**src/rtl/hazard_ctrl_if.sv**
```systemverilog
// Pipeline <-> hazard controller bundle: latch contents, branch/mult-div status in,
// hold/bubble/flush controls and the stall counter out.
interface hazard_ctrl_if #(
  parameter int unsigned CNT_W = 16
);
  logic [31:0]      fd_insn;
  logic [31:0]      dx_insn;
  logic             branch_taken;
  logic             md_ready;
  logic             md_start;
  logic             pc_hold;
  logic             fd_hold;
  logic             fd_flush;
  logic             dx_hold;
  logic             dx_bubble;
  logic             xm_bubble;
  logic [CNT_W-1:0] stall_cnt;

  modport master (
    output fd_insn, dx_insn, branch_taken, md_ready,
    input  md_start, pc_hold, fd_hold, fd_flush, dx_hold, dx_bubble, xm_bubble, stall_cnt
  );

  modport slave (
    input  fd_insn, dx_insn, branch_taken, md_ready,
    output md_start, pc_hold, fd_hold, fd_flush, dx_hold, dx_bubble, xm_bubble, stall_cnt
  );
endinterface

```
**src/rtl/hazard_ctrl.sv**
```systemverilog
// Load-use / taken-branch hazard control and mult/div sequencing for the 5-stage core.
// HAZARD_PERF_CNT_EN builds the saturating stall-cycle counter; otherwise stall_cnt is 0.
module hazard_ctrl #(
  parameter int unsigned CNT_W = 16
) (
  input logic         clock,
  input logic         reset,
  hazard_ctrl_if.slave bus
);
  localparam logic [6:0] OpLoad  = 7'b0000011;
  localparam logic [6:0] OpR     = 7'b0110011;
  localparam logic [6:0] OpS     = 7'b0100011;
  localparam logic [6:0] OpB     = 7'b1100011;
  localparam logic [6:0] OpLui   = 7'b0110111;
  localparam logic [6:0] OpAuipc = 7'b0010111;
  localparam logic [6:0] OpJal   = 7'b1101111;

  typedef enum logic [1:0] {StIdle, StMdBusy, StMdDone} state_e;
  state_e state_q;

  logic [6:0] fd_op, dx_op;
  logic [4:0] fd_rs1, fd_rs2, dx_rd;
  logic       fd_uses_rs1, fd_uses_rs2;
  logic       dx_is_load, dx_is_md, load_use;

  assign fd_op  = bus.fd_insn[6:0];
  assign fd_rs1 = bus.fd_insn[19:15];
  assign fd_rs2 = bus.fd_insn[24:20];
  assign dx_op  = bus.dx_insn[6:0];
  assign dx_rd  = bus.dx_insn[11:7];

  assign fd_uses_rs1 = !(fd_op inside {OpLui, OpAuipc, OpJal});
  assign fd_uses_rs2 = fd_op inside {OpR, OpS, OpB};
  assign dx_is_load  = (dx_op == OpLoad);
  assign dx_is_md    = (dx_op == OpR) && (bus.dx_insn[31:25] == 7'b0000001);
  assign load_use    = dx_is_load && (dx_rd != 5'd0) &&
                       ((fd_uses_rs1 && (fd_rs1 == dx_rd)) ||
                        (fd_uses_rs2 && (fd_rs2 == dx_rd)));

  logic md_start, pc_hold, fd_hold, fd_flush, dx_hold, dx_bubble, xm_bubble;

  // The start cycle already freezes DX and bubbles XM so the op is not duplicated
  // into XM while the unit works. Reset forces all controls low immediately.
  always_comb begin
    md_start  = 1'b0;
    pc_hold   = 1'b0;
    fd_hold   = 1'b0;
    fd_flush  = 1'b0;
    dx_hold   = 1'b0;
    dx_bubble = 1'b0;
    xm_bubble = 1'b0;
    if (!reset) begin
      if (state_q == StMdBusy) begin
        pc_hold   = 1'b1;
        fd_hold   = 1'b1;
        dx_hold   = 1'b1;
        xm_bubble = 1'b1;
      end else if (bus.branch_taken) begin
        fd_flush  = 1'b1;
        dx_bubble = 1'b1;
      end else if ((state_q == StIdle) && dx_is_md) begin
        md_start  = 1'b1;
        pc_hold   = 1'b1;
        fd_hold   = 1'b1;
        dx_hold   = 1'b1;
        xm_bubble = 1'b1;
      end else if (load_use) begin
        pc_hold   = 1'b1;
        fd_hold   = 1'b1;
        dx_bubble = 1'b1;
      end
    end
  end

  always_ff @(negedge clock or posedge reset) begin
    if (reset) begin
      state_q <= StIdle;
    end else begin
      unique case (state_q)
        StIdle:   if (md_start) state_q <= StMdBusy;
        StMdBusy: if (bus.md_ready) state_q <= StMdDone;
        StMdDone: state_q <= StIdle;
        default:  state_q <= StIdle;
      endcase
    end
  end

  assign bus.md_start  = md_start;
  assign bus.pc_hold   = pc_hold;
  assign bus.fd_hold   = fd_hold;
  assign bus.fd_flush  = fd_flush;
  assign bus.dx_hold   = dx_hold;
  assign bus.dx_bubble = dx_bubble;
  assign bus.xm_bubble = xm_bubble;

`ifdef HAZARD_PERF_CNT_EN
  logic [CNT_W-1:0] cnt_q;

  always_ff @(negedge clock or posedge reset) begin
    if (reset) begin
      cnt_q <= '0;
    end else if (pc_hold && (cnt_q != '1)) begin
      cnt_q <= cnt_q + CNT_W'(1);
    end
  end

  assign bus.stall_cnt = cnt_q;
`else
  assign bus.stall_cnt = '0;
`endif
endmodule

```
**src/flat_wrapper.sv**
```systemverilog
// flat-port wrapper written by rule: the top's interface ports become plain ports
module hazard_ctrl_flat 
#(
  parameter int unsigned CNT_W = 16
)
  (clock, reset, bus_fd_insn, bus_dx_insn, bus_branch_taken, bus_md_ready, bus_md_start, bus_pc_hold, bus_fd_hold, bus_fd_flush, bus_dx_hold, bus_dx_bubble, bus_xm_bubble, bus_stall_cnt);
  hazard_ctrl_if #(.CNT_W(CNT_W)) bus_i ();
  input logic clock;
  input logic reset;
  input wire logic [$bits(bus_i.fd_insn)-1:0] bus_fd_insn;
  input wire logic [$bits(bus_i.dx_insn)-1:0] bus_dx_insn;
  input wire logic [$bits(bus_i.branch_taken)-1:0] bus_branch_taken;
  input wire logic [$bits(bus_i.md_ready)-1:0] bus_md_ready;
  output wire logic [$bits(bus_i.md_start)-1:0] bus_md_start;
  output wire logic [$bits(bus_i.pc_hold)-1:0] bus_pc_hold;
  output wire logic [$bits(bus_i.fd_hold)-1:0] bus_fd_hold;
  output wire logic [$bits(bus_i.fd_flush)-1:0] bus_fd_flush;
  output wire logic [$bits(bus_i.dx_hold)-1:0] bus_dx_hold;
  output wire logic [$bits(bus_i.dx_bubble)-1:0] bus_dx_bubble;
  output wire logic [$bits(bus_i.xm_bubble)-1:0] bus_xm_bubble;
  output wire logic [$bits(bus_i.stall_cnt)-1:0] bus_stall_cnt;
  assign bus_i.fd_insn = bus_fd_insn;
  assign bus_i.dx_insn = bus_dx_insn;
  assign bus_i.branch_taken = bus_branch_taken;
  assign bus_i.md_ready = bus_md_ready;
  assign bus_md_start = bus_i.md_start;
  assign bus_pc_hold = bus_i.pc_hold;
  assign bus_fd_hold = bus_i.fd_hold;
  assign bus_fd_flush = bus_i.fd_flush;
  assign bus_dx_hold = bus_i.dx_hold;
  assign bus_dx_bubble = bus_i.dx_bubble;
  assign bus_xm_bubble = bus_i.xm_bubble;
  assign bus_stall_cnt = bus_i.stall_cnt;
  hazard_ctrl #(.CNT_W(CNT_W)) u_core (.clock(clock), .reset(reset), .bus(bus_i));
endmodule
```
**config.mk**
```make
export PLATFORM = sky130hd
export DESIGN_NAME = hazard_ctrl_flat
export DESIGN_NICKNAME = d
export VERILOG_FILES = /design/src/rtl/hazard_ctrl_if.sv /design/src/rtl/hazard_ctrl.sv /design/src/flat_wrapper.sv
export SDC_FILE = /design/constraint.sdc
export NUM_CORES = 1
export LEC_CHECK = 0
export BUFFER_PORTS_ARGS = -buffer_cell sky130_fd_sc_hd__clkbuf_2
export CORE_UTILIZATION = 24
export DETAILED_ROUTE_END_ITERATION = 7
export PLACE_DENSITY_LB_ADDON = 0.12
export SETUP_SLACK_MARGIN = 0.1
export SLEW_MARGIN = 30
export SYNTH_ARGS = -nofsm -noshare
export SYNTH_HDL_FRONTEND = slang
export SYNTH_SLANG_ARGS = --single-unit
```
**constraint.sdc**
```tcl
create_clock -name clock -period 1.75 [get_ports clock]
set_input_delay 0.2625 -clock clock [delete_from_list [all_inputs] [get_ports clock]]
set_output_delay 0.2625 -clock clock [all_outputs]
set_load 0.02 [all_outputs]
```
==> results by group, run 1 <==
Die
  • Die width: 48.6 µm
  • Die area: 0.00236 mm²
  • Core footprint: 0.00200 mm²
  • Row count: 16
  • Die Y: 48.6 µm
  • Starting Density: 26.1%
  • IO Pins: 91

Flow run
  • Number of max-cap violations: 0

Synthesis
  • Syn Area/Cell: 7.91 µm²
  • Cell variety after synth: 30
  • Mapped Area: 522 µm²
  • Synth area leader: buf_4
  • Mapped Cells: 66
  • Flops & latches, synth: 2
  • Share of the synthesized area in the top cell type: 25.9%
  • Synth Warn #: 0
  • Top cells by area, synth: buf_4 (26%), xor2_1 (13%), dfrtn_1 (9.6%), nor4_4 (4.1%), nand2_1 (3.6%)
  • Sequential-to-total area share from yosys stat: 9.59%

Drt
  • ANT nets after route: 0
  • Pre-antenna DRT Iters: 3
  • Max Used Layer: met3
  • Met2 wire len: 726 µm
  • DR vias: 639
  • Post-route DRC: 0
  • Vias per cell: 4.12
  • Metal-1 WL: 545 µm
  • Avg WL per Cell: 9.00 µm
  • Routed wl met3: 123 µm
  • Final WL: 1.40 mm
  • Drt initial violations: 2

CTS
  • H-tree depth: 1
  • Clock Latency Late Sink: 240 ps
  • CTS clk-pin slew, worst paths: 30 ps
  • CTS Root Cell: clkbuf_4
  • CTS Sinks: 2
  • Num CTS Buffers: 3
  • Clk buf depth: 2
  • Hold-fix buffers, CTS: 0
  • CTS tree: built

Run status
  • Failing checks: negative setup slack
  • Status: finished, violations left

Setup path
  • Crit path buffers/inverters: 1
  • Critical setup path kind: reg -> out
  • Internal reg-to-reg setup slack: 340 ps
  • CP endpoint kind: output pin
  • Crit path launch type: register
  • Data arrival, critical path: 2750 ps
  • CP Data Required Time: 1490 ps
  • Slowest cell on crit path: or4b_4
  • CP max stage delay: 540 ps
  • CP top delay family: simple AND/OR/NAND/NOR gates
  • Crit path max fanout: 2
  • Crit-path cells: or4b_4 -> nor4_4 -> nand3_2 -> a21oi_4 -> o21bai_4 -> buf_4

Placement
  • Routability-driven placement congestion ratio: 0.694
  • IO buf count: 46
  • Placed Area: 851 µm²
  • Dpl hpwl: 1.22 mm
  • Post-Place Setup Slack: -1110 ps

GRT
  • GR Util All Layers: 11.7%
  • Vias in the first global route: 582
  • Total grt overflow: 0
  • Initial antenna violation count: 0
  • First-pass GRT wire length: 2.24 mm
  • Largest net degree at the start of global routing: 6

Cells and area
  • Layout Nets: 198
  • Largest register FFs: 2
  • Top reg by flops: u_core.state_q
  • Layout area overhead: 83.9%
  • Ant diodes: 0
  • Share of cells above drive strength 1: 62.5%
  • Finished layout cell area: 960 µm²
  • Largest regs: u_core.state_q x2

Timing
  • Worst Skew: 3.70 ps
  • Slew Viols, Final: 0
  • Final setup violating endpoints: 8
  • PnR worst setup slack: -1260 ps
  • RSZ-0062 raised after global routing: true
  • Final hold viol count: 0

Power and ir drop
  • P per Cell Area: 319 mW/mm²
  • Max VDD drop: 297 µV
  • Pleak: 0.494 nW

Hold path
  • Worst Hold Class: reg -> reg
metal layers:
metal / vias to the layer above / track usage (%)
met5: - / 0
met4: 0 / 2.94
met3: 0 / 2.83
met2: 35 / 22.5
met1: 277 / 12.6
li1: 327 / -
worst reg2reg max path: stages (launching register included):
cell     delay (ps)
dfrtn_1         330
or4b_4          540
nor4_4          180
nand3_2         150
buf_6           150
o22ai_2          80
metrics by stage:
stage                     util [%]  TNS [ps]  power [W]  hold slack (ps)  instances
after floorplan                  -     -6130   0.000145              540         81
after global placement        42.5     -7110   0.000198              700        151
after detailed placement      42.5     -7230   0.000199              717        151
after CTS                     47.3     -8490   0.000309              731        155
after global routing          47.9     -8870   0.000332              796        155
final                         47.9     -8290   0.000306              731        155
synthesized netlist by cell type:
cell type	count
o211ai_1	1
a2111o_1	1
a21oi_2	1
a21oi_1	1
nand2_1	5
o21bai_1	1
nor4_1	1
conb_1	1
nand4_1	2
inv_1	3
dfrtn_1	2
or4b_1	1
nand2b_2	1
buf_4	18
a31oi_1	1
a2111oi_2	1
nor3_1	1
xor2_1	8
nor4b_2	1
nand3_1	2
nor4_2	1
or4_1	1
o22ai_1	1
xnor2_1	2
nor2b_1	1
nor2_1	3
o21ai_1	1
nor4_4	1
and3_1	1
nand3_2	1
final cells by class:
type | count | area (µm²)
clock buffer | 3 | 22.5
fill | 208 | 1040
inverter | 3 | 11.3
multi-input combinational | 58 | 449
sequential | 2 | 50.0
tap | 27 | 33.8
timing repair buffer | 62 | 393
path summary, 6_finish.rpt:
| check | start | to | cells after the start |
|---|---|---|---|
| worst max-delay path | u_core.state_q[1] | bus_pc_hold | 6 |
| worst min-delay path | u_core.state_q[1] | u_core.state_q[1] | 3 |
| worst max register to register | u_core.state_q[1] | u_core.state_q[0] | 5 |
| worst min register to register | u_core.state_q[1] | u_core.state_q[1] | 3 |
| max in group asynchronous | reset | u_core.state_q[1] | 3 |
| min in group asynchronous | reset | u_core.state_q[0] | 3 |
power by group:
part	leakage [nW]	switching (W)	internal, W
clock	0.0138	0.0000265	0.0000757
combinational	0.453	0.0000866	0.0000701
sequential	0.0280	0.00000000139	0.0000468
logic make-up (layout without fill, tap and decap cells):
group                  count (synthesis)  in the layout  share of synthesized area [%]
AO/OA/AOI/OAI                          9              9                           13.9
AND/OR/NAND/NOR                       23             23                           30.9
other                                  1             16                          0.719
flip-flops                             2              2                           9.59
XOR/XNOR                              10             10                           16.8
buffers and inverters                 21             68                           28.1
timing repair:
item                                    4_1_cts  5_1_grt
setup buffers                                 1        1
resized for setup                            13        7
pin swaps                                     1        2
endpoints found under the setup margin        8        8
cell usage in the layout, fill, tap and decap left out, types with 2 or more instances in the layout:
master / count
conb_1: 16
nand3_2: 2
buf_4: 17
nor2_1: 2
clkbuf_4: 3
xor2_1: 8
xnor2_1: 2
clkbuf_2: 40
nor4_4: 2
inv_1: 3
nand2_1: 5
dfrtn_1: 2
buf_6: 2
nand4_1: 2
clkbuf_8: 2
No activity file was read; power rests on OpenSTA's default activity.
==> run 2, diff against run 1 <==
- CORE_UTILIZATION: 24 -> 25
- CTS_BUF_LIST: not set -> sky130_fd_sc_hd__clkbuf_2
==> run 2 against run 1 <==
Against the previous run:
- the run still ends with negative setup slack left
- critical path depth is the same
- routed wire length shrank 0.14%
- utilization grew 1.6 points
- die area shrank 3.8%
- sequential power is essentially flat
- clock skew shrank 0.80 ps
- first-iteration DRC count grew to 2.5 times the previous value
- global-route usage grew 2.1 points
- sequential share of layout area shrank 0.060 points
- critical path type unchanged
==> results by group, run 2 (synthesis results as in run 1) <==
GRT
  • First-pass GRT wire length: 2.29 mm
  • Initial antenna violation count: 0
  • Largest net degree at the start of global routing: 6
  • Vias in the first global route: 617
  • Total grt overflow: 0
  • GR Util All Layers: 13.8%

CTS
  • CTS tree: built
  • Hold-fix buffers, CTS: 0
  • Clk buf depth: 2
  • Clock Latency Late Sink: 190 ps
  • H-tree depth: 1
  • Num CTS Buffers: 3
  • CTS clk-pin slew, worst paths: 20 ps
  • CTS Sinks: 2
  • CTS Root Cell: clkbuf_2

Timing
  • Final setup violating endpoints: 8
  • Final hold viol count: 0
  • Worst slack on hold paths: 726 ps
  • PnR worst setup slack: -1220 ps
  • RSZ-0062 raised after global routing: true
  • Worst Skew: 2.90 ps
  • Slew Viols, Final: 0

Setup path
  • Worst-case reg-to-reg path depth: 6
  • CP endpoint kind: output pin
  • Critical Path Sink: bus_pc_hold
  • Crit path max fanout: 2
  • Crit path from: u_core.state_q[1]
  • Crit path launch type: register
  • Internal reg-to-reg setup slack: 240 ps
  • CP Data Required Time: 1490 ps
  • Critical setup path kind: reg -> out
  • Reg2reg end: u_core.state_q[0]
  • Data arrival, critical path: 2710 ps
  • RR Startpoint: u_core.state_q[1]

Power and ir drop
  • P per Cell Area: 283 mW/mm²
  • Max VDD drop: 332 µV
  • Pleak: 0.505 nW
  • Pwr Total: 0.000275 W

Placement
  • IO buf count: 46
  • Routability-driven placement congestion ratio: 0.742
  • Post-Place Setup Slack: -1100 ps
  • Dpl cells: 152
  • Dpl hpwl: 1.19 mm

Flow run
  • Number of max-cap violations: 0

Cells and area
  • Non-filler cells, final: 157
  • Number of fill cells: 195
  • Share of cells above drive strength 1: 63.1%
  • Most frequent cells in the layout: clkbuf_2 (42), buf_4 (18), conb_1 (16)
  • Layout area overhead: 86.1%
  • Top reg by flops: u_core.state_q
  • Largest register FFs: 2
  • Layout Nets: 200
  • Most common cell after layout, fill and taps aside: clkbuf_2
  • Post-route core utilization: 49.5%
  • Largest regs: u_core.state_q x2
  • Ant diodes: 0

Drt
  • Post-route DRC: 0
  • Vias per cell: 3.99
  • Final WL: 1.39 mm
  • Avg WL per Cell: 8.87 µm
  • Drt initial violations: 5
  • DR vias: 627
  • ANT nets after route: 0
  • Pre-antenna DRT Iters: 4

Die
  • Die Y: 47.7 µm
  • IO Pins: 91
  • Core footprint: 0.00196 mm²
  • Row count: 16
  • Die area: 0.00227 mm²
  • Die width: 47.7 µm
  • Starting Density: 26.6%

Hold path
  • Worst Hold Class: reg -> reg

Run status
  • Status: finished, violations left
  • Failing checks: negative setup slack
run 2: cell count changes in the layout (fill, tap and decap cells not counted):
| cell | previous run | this run |
|---|---|---|
| clkbuf_2 | 40 | 42 |
| buf_6 | 2 | 3 |
| buf_2 | 0 | 1 |
| clkbuf_4 | 3 | 0 |
| buf_4 | 17 | 18 |
run 2: cell type report:
type                    instances  area, µm²  area share (%)
clock buffers                   3       15.0            1.55
inverters                       3       11.3            1.16
multi-input cells              58        449            46.3
flip-flops and latches          2       50.0            5.15
well taps                      27       33.8            3.48
repair buffers                 64        412            42.4
run 2: where the power goes:
part / internal (W) / switching (W) / total (W) / leakage, nW
logic: 0.0000715 / 0.0000864 / 0.000158 / 0.464
registers: 0.0000469 / 0.00000000139 / 0.0000469 / 0.0280
clock network: 0.0000455 / 0.0000245 / 0.0000700 / 0.0125
total: 0.000164 / 0.000111 / 0.000275 / 0.505
run 2: repair_timing:
action | CTS | global route
pin swaps | 1 | 1
endpoints found under the hold margin | 0 | 0
resized for setup | 12 | 9
buffers inserted | 2 | 1
cloned | 0 | 0
endpoints found under the setup margin | 8 | 8
run 2: per-stage QoR:
stage	TNS, ps	instance area, µm²
after floorplan	-6130	609
after global placement	-7110	858
after detailed placement	-7200	858
after CTS	-8200	947
after global routing	-8830	971
final	-8130	971
run 2: worst min path at each step:
stage / from / endpoint / depth (start not counted) / slack [ps]
finish: u_core.state_q[1] / u_core.state_q[1] / 3 / 730
detailed placement: u_core.state_q[1] / u_core.state_q[1] / 3 / 710
global route: u_core.state_q[1] / u_core.state_q[1] / 3 / 800
floorplan: u_core.state_q[0] / u_core.state_q[1] / 2 / 540
global placement: u_core.state_q[1] / u_core.state_q[1] / 3 / 700
CTS: u_core.state_q[1] / u_core.state_q[1] / 3 / 720
run 2: worst max-delay path, cell delays in order (launching register included):
cell and delay [ps]:
dfrtn_1 320, or4b_4 540, nor4_4 180, nand3_2 150, a21oi_4 160, o21bai_4 140, buf_4 150
run 2: per-layer routing:
metal  vias to the layer above  part of all wire (%)  GRT usage (%)
met4                         0                  0.50           6.67
met2                        34                    54           24.6
met5                         -                     0              0
met3                         2                   7.2           2.26
met1                       262                    38           15.9
li1                        329                     -              -
